## src/rtl/la_iosupply_pkg.sv

```systemverilog
`default_nettype none
// ============================================================================
// Module      : la_iosupply_pkg
// Description : Shared encodings and helpers for the IO-ring supply sequencer.
// Revision    : 1.0  initial release
// ============================================================================
package la_iosupply_pkg;

    localparam logic [2:0] c_st_idle      = 3'd0;
    localparam logic [2:0] c_st_pwrup     = 3'd1;
    localparam logic [2:0] c_st_settle_up = 3'd2;
    localparam logic [2:0] c_st_release   = 3'd3;
    localparam logic [2:0] c_st_up        = 3'd4;
    localparam logic [2:0] c_st_pwrdn     = 3'd5;
    localparam logic [2:0] c_st_fault     = 3'd6;

    typedef enum logic [2:0] {
        ST_IDLE      = c_st_idle,
        ST_PWRUP     = c_st_pwrup,
        ST_SETTLE_UP = c_st_settle_up,
        ST_RELEASE   = c_st_release,
        ST_UP        = c_st_up,
        ST_PWRDN     = c_st_pwrdn,
        ST_FAULT     = c_st_fault
    } state_t;

    // ring_ctrl layout: seg_en in the low bits, then iso, then ready
    function automatic int iso_bit(input int nseg);
        return nseg;
    endfunction

    function automatic int ready_bit(input int nseg);
        return nseg + 1;
    endfunction

    function automatic logic [2:0] lowest_set(input logic [7:0] v);
        logic [2:0] r;
        r = 3'd0;
        for (int i = 7; i >= 0; i--) begin
            if (v[i]) r = 3'(i);
        end
        return r;
    endfunction

endpackage
`default_nettype wire

```

## src/rtl/la_iosync.sv

```systemverilog
`default_nettype none
// ============================================================================
// Module      : la_iosync
// Description : W-bit two-flop synchroniser, synchronous reset to zero.
// Revision    : 1.0  initial release
// ============================================================================
module la_iosync #(
    parameter int W = 3
) (
    input  logic         clk,
    input  logic         rst,
    input  logic [W-1:0] i_async,
    output logic [W-1:0] o_sync
);

    logic [W-1:0] r_meta;
    logic [W-1:0] r_sync;

    always_ff @(posedge clk) begin
        if (rst) begin
            r_meta <= '0;
            r_sync <= '0;
        end else begin
            r_meta <= i_async;
            r_sync <= r_meta;
        end
    end

    assign o_sync = r_sync;

endmodule
`default_nettype wire

```

## src/rtl/la_iosupply_seq.sv

```systemverilog
`default_nettype none
// ============================================================================
// Module      : la_iosupply_seq
// Description : IO-ring supply sequencer: ordered power-up with power-good
//               timeout and settle, reverse power-down, latched faults.
// Revision    : 1.0  initial release
// ============================================================================
module la_iosupply_seq
    import la_iosupply_pkg::*;
#(
    parameter int NSEG    = 3,
    parameter int RINGW   = 8,
    parameter int CNTW    = 8,
    parameter int SETTLE  = 4,
    parameter int TIMEOUT = 16
) (
    input  logic             clk,
    input  logic             rst,
    input  logic             start,
    input  logic             stop,
    input  logic             clear,
    input  logic [NSEG-1:0]  pgood,
    output logic [NSEG-1:0]  seg_en,
    output logic             iso,
    output logic             ready,
    output logic             fault,
    output logic [2:0]       fault_seg,
    output logic [RINGW-1:0] ring_ctrl
);

    localparam int              c_iso_bit     = iso_bit(NSEG);
    localparam int              c_ready_bit   = ready_bit(NSEG);
    localparam logic [CNTW-1:0] c_to_last     = CNTW'(TIMEOUT - 1);
    localparam logic [CNTW-1:0] c_settle_last = CNTW'(SETTLE - 1);
    localparam logic [2:0]      c_idx_last    = 3'(NSEG - 1);

    state_t            r_state;
    logic [2:0]        r_idx;
    logic [CNTW-1:0]   r_cnt;
    logic [NSEG-1:0]   r_seg_en;
    logic              r_iso;
    logic              r_ready;
    logic              r_fault;
    logic [2:0]        r_fault_seg;

    logic [NSEG-1:0]   w_pg_s;
    logic [NSEG-1:0]   w_lt;
    logic [NSEG-1:0]   w_le;
    logic [NSEG-1:0]   w_at;
    logic              w_pg_cur;
    logic              w_fault_req;
    logic [2:0]        w_fault_idx;

    la_iosync #(
        .W (NSEG)
    ) u_sync (
        .clk     (clk),
        .rst     (rst),
        .i_async (pgood),
        .o_sync  (w_pg_s)
    );

    // Segment masks relative to the current step index
    for (genvar j = 0; j < NSEG; j++) begin : g_mask
        assign w_lt[j] = (3'(j) <  r_idx);
        assign w_le[j] = (3'(j) <= r_idx);
        assign w_at[j] = (3'(j) == r_idx);
    end

    assign w_pg_cur = |(w_pg_s & w_at);

    always_comb begin
        w_fault_req = 1'b0;
        w_fault_idx = 3'd0;
        case (r_state)
            ST_PWRUP: begin
                if (|(~w_pg_s & w_lt)) begin
                    w_fault_req = 1'b1;
                    w_fault_idx = lowest_set(8'(~w_pg_s & w_lt));
                end else if (!w_pg_cur && (r_cnt == c_to_last)) begin
                    w_fault_req = 1'b1;
                    w_fault_idx = r_idx;
                end
            end
            ST_SETTLE_UP: begin
                if (|(~w_pg_s & w_le)) begin
                    w_fault_req = 1'b1;
                    w_fault_idx = lowest_set(8'(~w_pg_s & w_le));
                end
            end
            ST_RELEASE, ST_UP: begin
                if (|(~w_pg_s)) begin
                    w_fault_req = 1'b1;
                    w_fault_idx = lowest_set(8'(~w_pg_s));
                end
            end
            default: ;
        endcase
    end

    always_ff @(posedge clk) begin
        if (rst) begin
            r_state     <= ST_IDLE;
            r_idx       <= '0;
            r_cnt       <= '0;
            r_seg_en    <= '0;
            r_iso       <= 1'b1;
            r_ready     <= 1'b0;
            r_fault     <= 1'b0;
            r_fault_seg <= '0;
        end else if (w_fault_req) begin
            // Fault takes priority over any concurrent stop request
            r_state     <= ST_FAULT;
            r_cnt       <= '0;
            r_seg_en    <= '0;
            r_iso       <= 1'b1;
            r_ready     <= 1'b0;
            r_fault     <= 1'b1;
            r_fault_seg <= w_fault_idx;
        end else begin
            case (r_state)
                ST_IDLE: begin
                    if (start) begin
                        r_state  <= ST_PWRUP;
                        r_idx    <= '0;
                        r_cnt    <= '0;
                        r_seg_en <= NSEG'(1);
                    end
                end
                ST_PWRUP: begin
                    if (w_pg_cur) begin
                        r_state <= ST_SETTLE_UP;
                        r_cnt   <= '0;
                    end else begin
                        r_cnt <= r_cnt + 1'b1;
                    end
                end
                ST_SETTLE_UP: begin
                    if (r_cnt == c_settle_last) begin
                        r_cnt <= '0;
                        if (r_idx < c_idx_last) begin
                            r_idx    <= r_idx + 1'b1;
                            r_seg_en <= (r_seg_en << 1) | NSEG'(1);
                            r_state  <= ST_PWRUP;
                        end else begin
                            r_state <= ST_RELEASE;
                            r_iso   <= 1'b0;
                        end
                    end else begin
                        r_cnt <= r_cnt + 1'b1;
                    end
                end
                ST_RELEASE: begin
                    r_state <= ST_UP;
                    r_ready <= 1'b1;
                end
                ST_UP: begin
                    if (stop) begin
                        r_state <= ST_PWRDN;
                        r_iso   <= 1'b1;
                        r_ready <= 1'b0;
                        r_idx   <= c_idx_last;
                        r_cnt   <= '0;
                    end
                end
                ST_PWRDN: begin
                    if (r_cnt == c_settle_last) begin
                        r_cnt    <= '0;
                        r_seg_en <= r_seg_en >> 1;
                        if (r_idx == 3'd0) begin
                            r_state <= ST_IDLE;
                        end else begin
                            r_idx <= r_idx - 1'b1;
                        end
                    end else begin
                        r_cnt <= r_cnt + 1'b1;
                    end
                end
                ST_FAULT: begin
                    if (clear) begin
                        r_state <= ST_IDLE;
                        r_fault <= 1'b0;
                    end
                end
                default: r_state <= ST_IDLE;
            endcase
        end
    end

    assign seg_en    = r_seg_en;
    assign iso       = r_iso;
    assign ready     = r_ready;
    assign fault     = r_fault;
    assign fault_seg = r_fault_seg;

    always_comb begin
        ring_ctrl              = '0;
        ring_ctrl[NSEG-1:0]    = r_seg_en;
        ring_ctrl[c_iso_bit]   = r_iso;
        ring_ctrl[c_ready_bit] = r_ready;
    end

endmodule
`default_nettype wire

```

## config.mk

```make
export PLATFORM = sky130hd
export DESIGN_NAME = la_iosupply_seq
export DESIGN_NICKNAME = d
export VERILOG_FILES = /design/src/rtl/la_iosupply_pkg.sv /design/src/rtl/la_iosync.sv /design/src/rtl/la_iosupply_seq.sv
export SDC_FILE = /design/constraint.sdc
export NUM_CORES = 1
export LEC_CHECK = 0
export BUFFER_PORTS_ARGS = -buffer_cell sky130_fd_sc_hd__buf_2
export CORE_MARGIN = 4
export CORE_UTILIZATION = 53
export DETAILED_ROUTE_END_ITERATION = 16
export PLACE_DENSITY = 0.75
export SETUP_SLACK_MARGIN = 0.05
export SLEW_MARGIN = 20
export SYNTH_ARGS = -nofsm -noshare
export SYNTH_HDL_FRONTEND = slang
export SYNTH_SLANG_ARGS = --single-unit
```

## constraint.sdc

```tcl
create_clock -name clk -period 4.6 [get_ports clk]
set_input_delay 0.92 -clock clk [delete_from_list [all_inputs] [get_ports clk]]
set_output_delay 0.92 -clock clk [all_outputs]
set_load 0.05 [all_outputs]
```

[Yosys cells after proc, flatten, opt, wreduce, memory -nomap -nowiden]
Index checks and enable logic that the tools add are counted.
Storage, ports and cells
  flip-flop bits (word level): 29
  latch bits: 0
  RAM bits: 0
  ROM bits: 0
  input bits: 8
  output and inout port bits: 17
  word-level logic and storage cells: 151
  memories: 0
Cells by class
  $add $sub $neg: 3
  multiply operators: 0
  divide/modulo/power cells: 0
  $lt $le $gt $ge: 7
  eq/ne operators: 27
  shifts and indexed selects: 0
  mux-type cells: 69
  bitwise gates (word level): 8
  reductions and logical operators: 26
Operators with widths (number)
  $mux W3: 45
  $mux W8: 4
  $pmux W8 S4: 1
  $ne A3 B3 Y1 const B: 7
  $pmux W3 S7: 1
  $ne A2 B2 Y1 const B: 10
  $pmux W3 S3: 2
  $and A8 B3 Y8: 2
  $reduce_and A7 Y1: 2
  $pmux W3 S4: 1
  $reduce_or A3 Y1: 4
  $mux W1: 11
  $and A3 B3 Y3: 3
  $eq A3 B3 Y1 const B: 3
  $add A8 B1 Y8 const B: 1
  $eq A8 B2 Y1 const B: 1
  $eq A8 B4 Y1 const B: 1
  $not A3 Y8: 1
  $reduce_and A8 Y1: 1
  $reduce_bool A2 Y1: 4
  $reduce_bool A4 Y1: 2
  $eq A3 B2 Y1 const B: 2
  $le A1 B3 Y1 const A: 2
  $logic_not A3 Y1: 2
  22 further kinds: 27

[Logic depth before layout (Yosys ltp)]
  depth in word-level cells: 12
  mapped depth: 10
  gate-level depth less buffers: 7

[By module]
A second synthesis with hierarchy kept.
Unflattened totals
  cells, all modules: 206
  area total of the unflattened synthesis: 1745.4 um^2
By module, submodules not included
  la_iosupply_seq: instances 1, cells an instance 194, area an instance 1587.8 um^2, sequential area each 460.4 um^2
  la_iosync: instances 1, cells an instance 12, area an instance 157.7 um^2, sequential area each 120.1 um^2

[Worst setup path before layout]
Ideal clock, no wire load.
  path kind: flip-flop to flip-flop
  start: register r_idx[0]
  end: register r_fault_seg[1] (netlist: fault_seg[1])
  library setup time: 0.122 ns
  data arrival time: 2.155 ns
  data required time: 4.478 ns
  setup slack: 2.323 ns
  stages on the path, launching flop included: 9
  path buffers: 1
  period minus slack after synthesis: 2.277 ns
  cell sequence: dfxtp_1 > inv_1 > ha_1 > a22oi_1 > o211ai_1 > or3_1 > buf_6 > and3_4 > a311o_1
Between the ends
  cells in the longest elaborated chain, start to end: 8
  elaborated cells on any way between the ends: 33
  those cells by class: 6 x order compare; 2 x eq/ne; 14 x mux; 5 x bitwise; 6 x reduce/logical
RTL lines
  from (decl): RTL line la_iosupply_seq.sv:38  | logic [2:0] r_idx;
  from (signal assigned): RTL line la_iosupply_seq.sv:142  | r_idx <= r_idx + 1'b1;
  from (signal assigned): RTL line la_iosupply_seq.sv:162  | r_idx <= c_idx_last;
  from (signal assigned): RTL line la_iosupply_seq.sv:173  | r_idx <= r_idx - 1'b1;
  branches (longest 8 deep; another with $le A2 B3 Y1)
  to (signal assigned): RTL line la_iosupply_seq.sv:119  | r_fault_seg <= w_fault_idx;
  to (decl): RTL line la_iosupply_seq.sv:44  | logic [2:0] r_fault_seg;
Parallel ways; which one is timed is not known.
A chain may end at the register's enable or synchronous reset.

[Final worst setup path]
  start: register r_idx[1]
  end: register r_fault_seg[1] (netlist: fault_seg[1])
Same word-level chain as after synthesis.

==> results.md <==
* Gr usage total at 18.7%
* Max Fclk at 377 MHz
* Crit path time final at 2.65 ns
* Cell area after synthesis at 0.00188 mm2
* Clock sink count at 29
* Syn avg cell area at 8.81 um2
* Worst EP required at 4.89 ns
* Primary FF master, synth: dfxtp_1
* Status: finished clean
* DP HPWL at 2870 um
* Worst Setup EP: fault_seg[1]$_SDFFE_PP0P_
* Peak VDD IR at 0.000245 V
* Layout fillers at 338
* Vias at 1595
* CP Data Arrival Time at 2.95 ns
* Crit path kind: reg2reg
* Critical Path Fanout Max at 12
* Core ar. at 0.00339 mm2
* Post-synthesis sequential area ratio at 31.0%
* Starting DRT DRC Count at 98
* R2R Setup Slk at 1.95 ns
* Worst-path clk slew at 0.11 ns
* Register-to-Register Path Depth at 7
* Reg-to-Reg Start: r_idx[1]$_SDFFE_PP0P_
* # DRC at 0
* # hold bufs at CTS at 0
* Tightest Pin Transition at 0.678 ns
* # rows at 21
* Crit. End Element: flop
* Ratio of cells with drive above 1 in the final layout at 19.6%
* RePlAce Congestion at 0.930
* Antenna diodes at 0
* Die Width at 67.5 um
* Remaining Overflow, GRT at 0
* Setup WS post-layout at 1.95 ns
* Post-synth top cells: 29 x dfxtp_1, 17 x nor2_1, 12 x a21oi_1
* Post-synth EDFFs at 0
* Area growth from synthesis to layout at 4.40%
* WHS Path Cells at 1
* Setup violators final at 0
* Hold Startpoint: u_sync.r_meta[2]$_SDFF_PP0_
* CTS tree: built
* CTS Buf Count at 5
* Flops & latches, synth at 29
* # resized after CTS at 0
* Top-count cell post-synth: dfxtp_1
* Leakage power at 0.728 nW
* IO Pins at 25
* Synth top area share at 31.0%
* Die Y at 67.5 um
* Global-route wire length before repair at 6400 um
* Synth area leaders: dfxtp_1 31%, ha_1 4.0%, buf_4 3.6%
* Max Cap Viol at 0
* RR Endpoint: fault_seg[1]$_SDFFE_PP0P_
* Nets at 237
* Leading area contributor after synthesis: dfxtp_1
* Rel. slew slack at 54.3%
* Clock root cell: clkbuf_4
* Synthesis Warnings at 0
* I/O Buffers at 21
* CP Launch Type: flop
* Crit path launch: r_idx[1]$_SDFFE_PP0P_
* Number of routed nets with antenna violations at 0
* CTS H-tree lvls at 2
* Largest net degree at the start of global routing at 23
* Post-Route WL at 3890 um
* Mapped Cells at 213
* FF/Latch Area at 581 um2
* Initial antenna violation count at 0
* Setup WS pre-CTS at 1.99 ns
* HP Class: reg2reg
* TritonRoute pass-1 iters at 4
* Pwr Total at 1.03 mW
* Starting Density at 55.3%
* Pwr dens at 528 mW/mm2
* RSZ-0062 raised after global routing: no
* Via-per-instance ratio at 5.91
* Maximum root-to-sink buffer count at 2
* Setup Buffers After CTS at 0
* Asr flop ratio synth at 0%
* Distinct cells, synth at 58
* Slew Limit Fails at 0
* Clk_skew at 0.0157 ns
* Post-route setup TNS at 0 ns
* Final Hold Vio Count at 0
* Period utilization at 57.7%
* Die area at 0.00455 mm2
* Latest clock arrival within the worst-skew pair at 0.34 ns
* Vias in the first global route at 1404
* Area of the multi-input gates at 0.00113 mm2
* Drt wl/cell at 14.4 um
-- placed cells by master, fill, tap and decap left out, types with 5 or more instances in the layout --
cell type / synthesis / routed
dfxtp_1: 29 / 29
a31oi_1: 5 / 5
buf_2: 2 / 21
nand2_1: 7 / 7
o21ai_0: 5 / 5
xor2_1: 6 / 6
a21oi_1: 12 / 12
nor2_1: 17 / 17
nand4_1: 10 / 10
nor2b_1: 8 / 8
inv_1: 9 / 9
ha_1: 6 / 6
nor3_1: 11 / 11
clkbuf_4: 0 / 5
-- logic make-up after synthesis --
logic type | after synthesis | share of synthesized area, %
XOR/XNOR | 6 | 2.80
AND/OR/NAND/NOR | 85 | 29.4
other | 1 | 0.200
adder cells (fa/ha/maj) | 6 | 4.00
AO/OA/AOI/OAI | 55 | 22.1
buffers and inverters | 29 | 9.41
multiplexers | 2 | 1.07
flip-flops | 29 | 31.0
-- report_power, final --
group | switching, mW | internal (mW) | total, mW
Combinational | 0.332 | 0.183 | 0.515
Sequential | 0.0799 | 0.285 | 0.364
Clock | 0.0976 | 0.0575 | 0.155
Total | 0.509 | 0.525 | 1.03
-- cell type report --
type | instances | share of cell area [%]
well taps | 46 | 2.94
flip-flops and latches | 29 | 29.6
multi-input cells | 157 | 57.5
inverters | 9 | 1.73
clock inverters | 3 | 0.895
repair buffers | 21 | 5.37
clock buffers | 5 | 1.92
-- flip-flops by register name, summed over array words and instances, names as in the netlist --
signal,count
r_cnt,8
iso,1
r_state,3
ready,1
fault,1
u_sync.r_meta,3
fault_seg,3
u_sync.o_sync,3
r_idx,3
seg_en,3
-- worst max-delay path: stages (launching register included) --
cell and delay [ns]:
dfxtp_1 0.65, inv_1 0.17, ha_1 0.28, a22oi_1 0.18
o211ai_1 0.12, or3_1 0.53, a2111oi_0 0.51, a311o_1 0.18
-- per-layer routing --
metal / wire length [um] / part of all wire (%) / global-route usage (%) / vias up
met5: 0 / 0 / 0 / -
met4: 42 / 1.1 / 6.33 / 0
met3: 241 / 6.2 / 5.16 / 5
met2: 1790 / 46 / 28.2 / 41
met1: 1810 / 47 / 25.4 / 749
li1: - / - / - / 800
-- metrics by stage --
step,cells,hold slack (ns),utilization (%),area [um2]
global route,270,0.467,57.8,1960
floorplan,215,0.414,-,1880
detailed placement,262,0.428,56.1,1900
global placement,262,0.415,56.1,1900
CTS,270,0.441,57.8,1960
finish,270,0.433,57.8,1960
-- how the worst min path moves through the flow --
stage	to	slack [ns]
after floorplan	u_sync.o_sync[0]$_SDFF_PP0_	0.41
after global placement	u_sync.o_sync[2]$_SDFF_PP0_	0.41
after detailed placement	u_sync.o_sync[2]$_SDFF_PP0_	0.43
after CTS	u_sync.o_sync[1]$_SDFF_PP0_	0.44
after global routing	u_sync.o_sync[1]$_SDFF_PP0_	0.47
final	u_sync.o_sync[2]$_SDFF_PP0_	0.43
(Power assumes the default switching activity.)
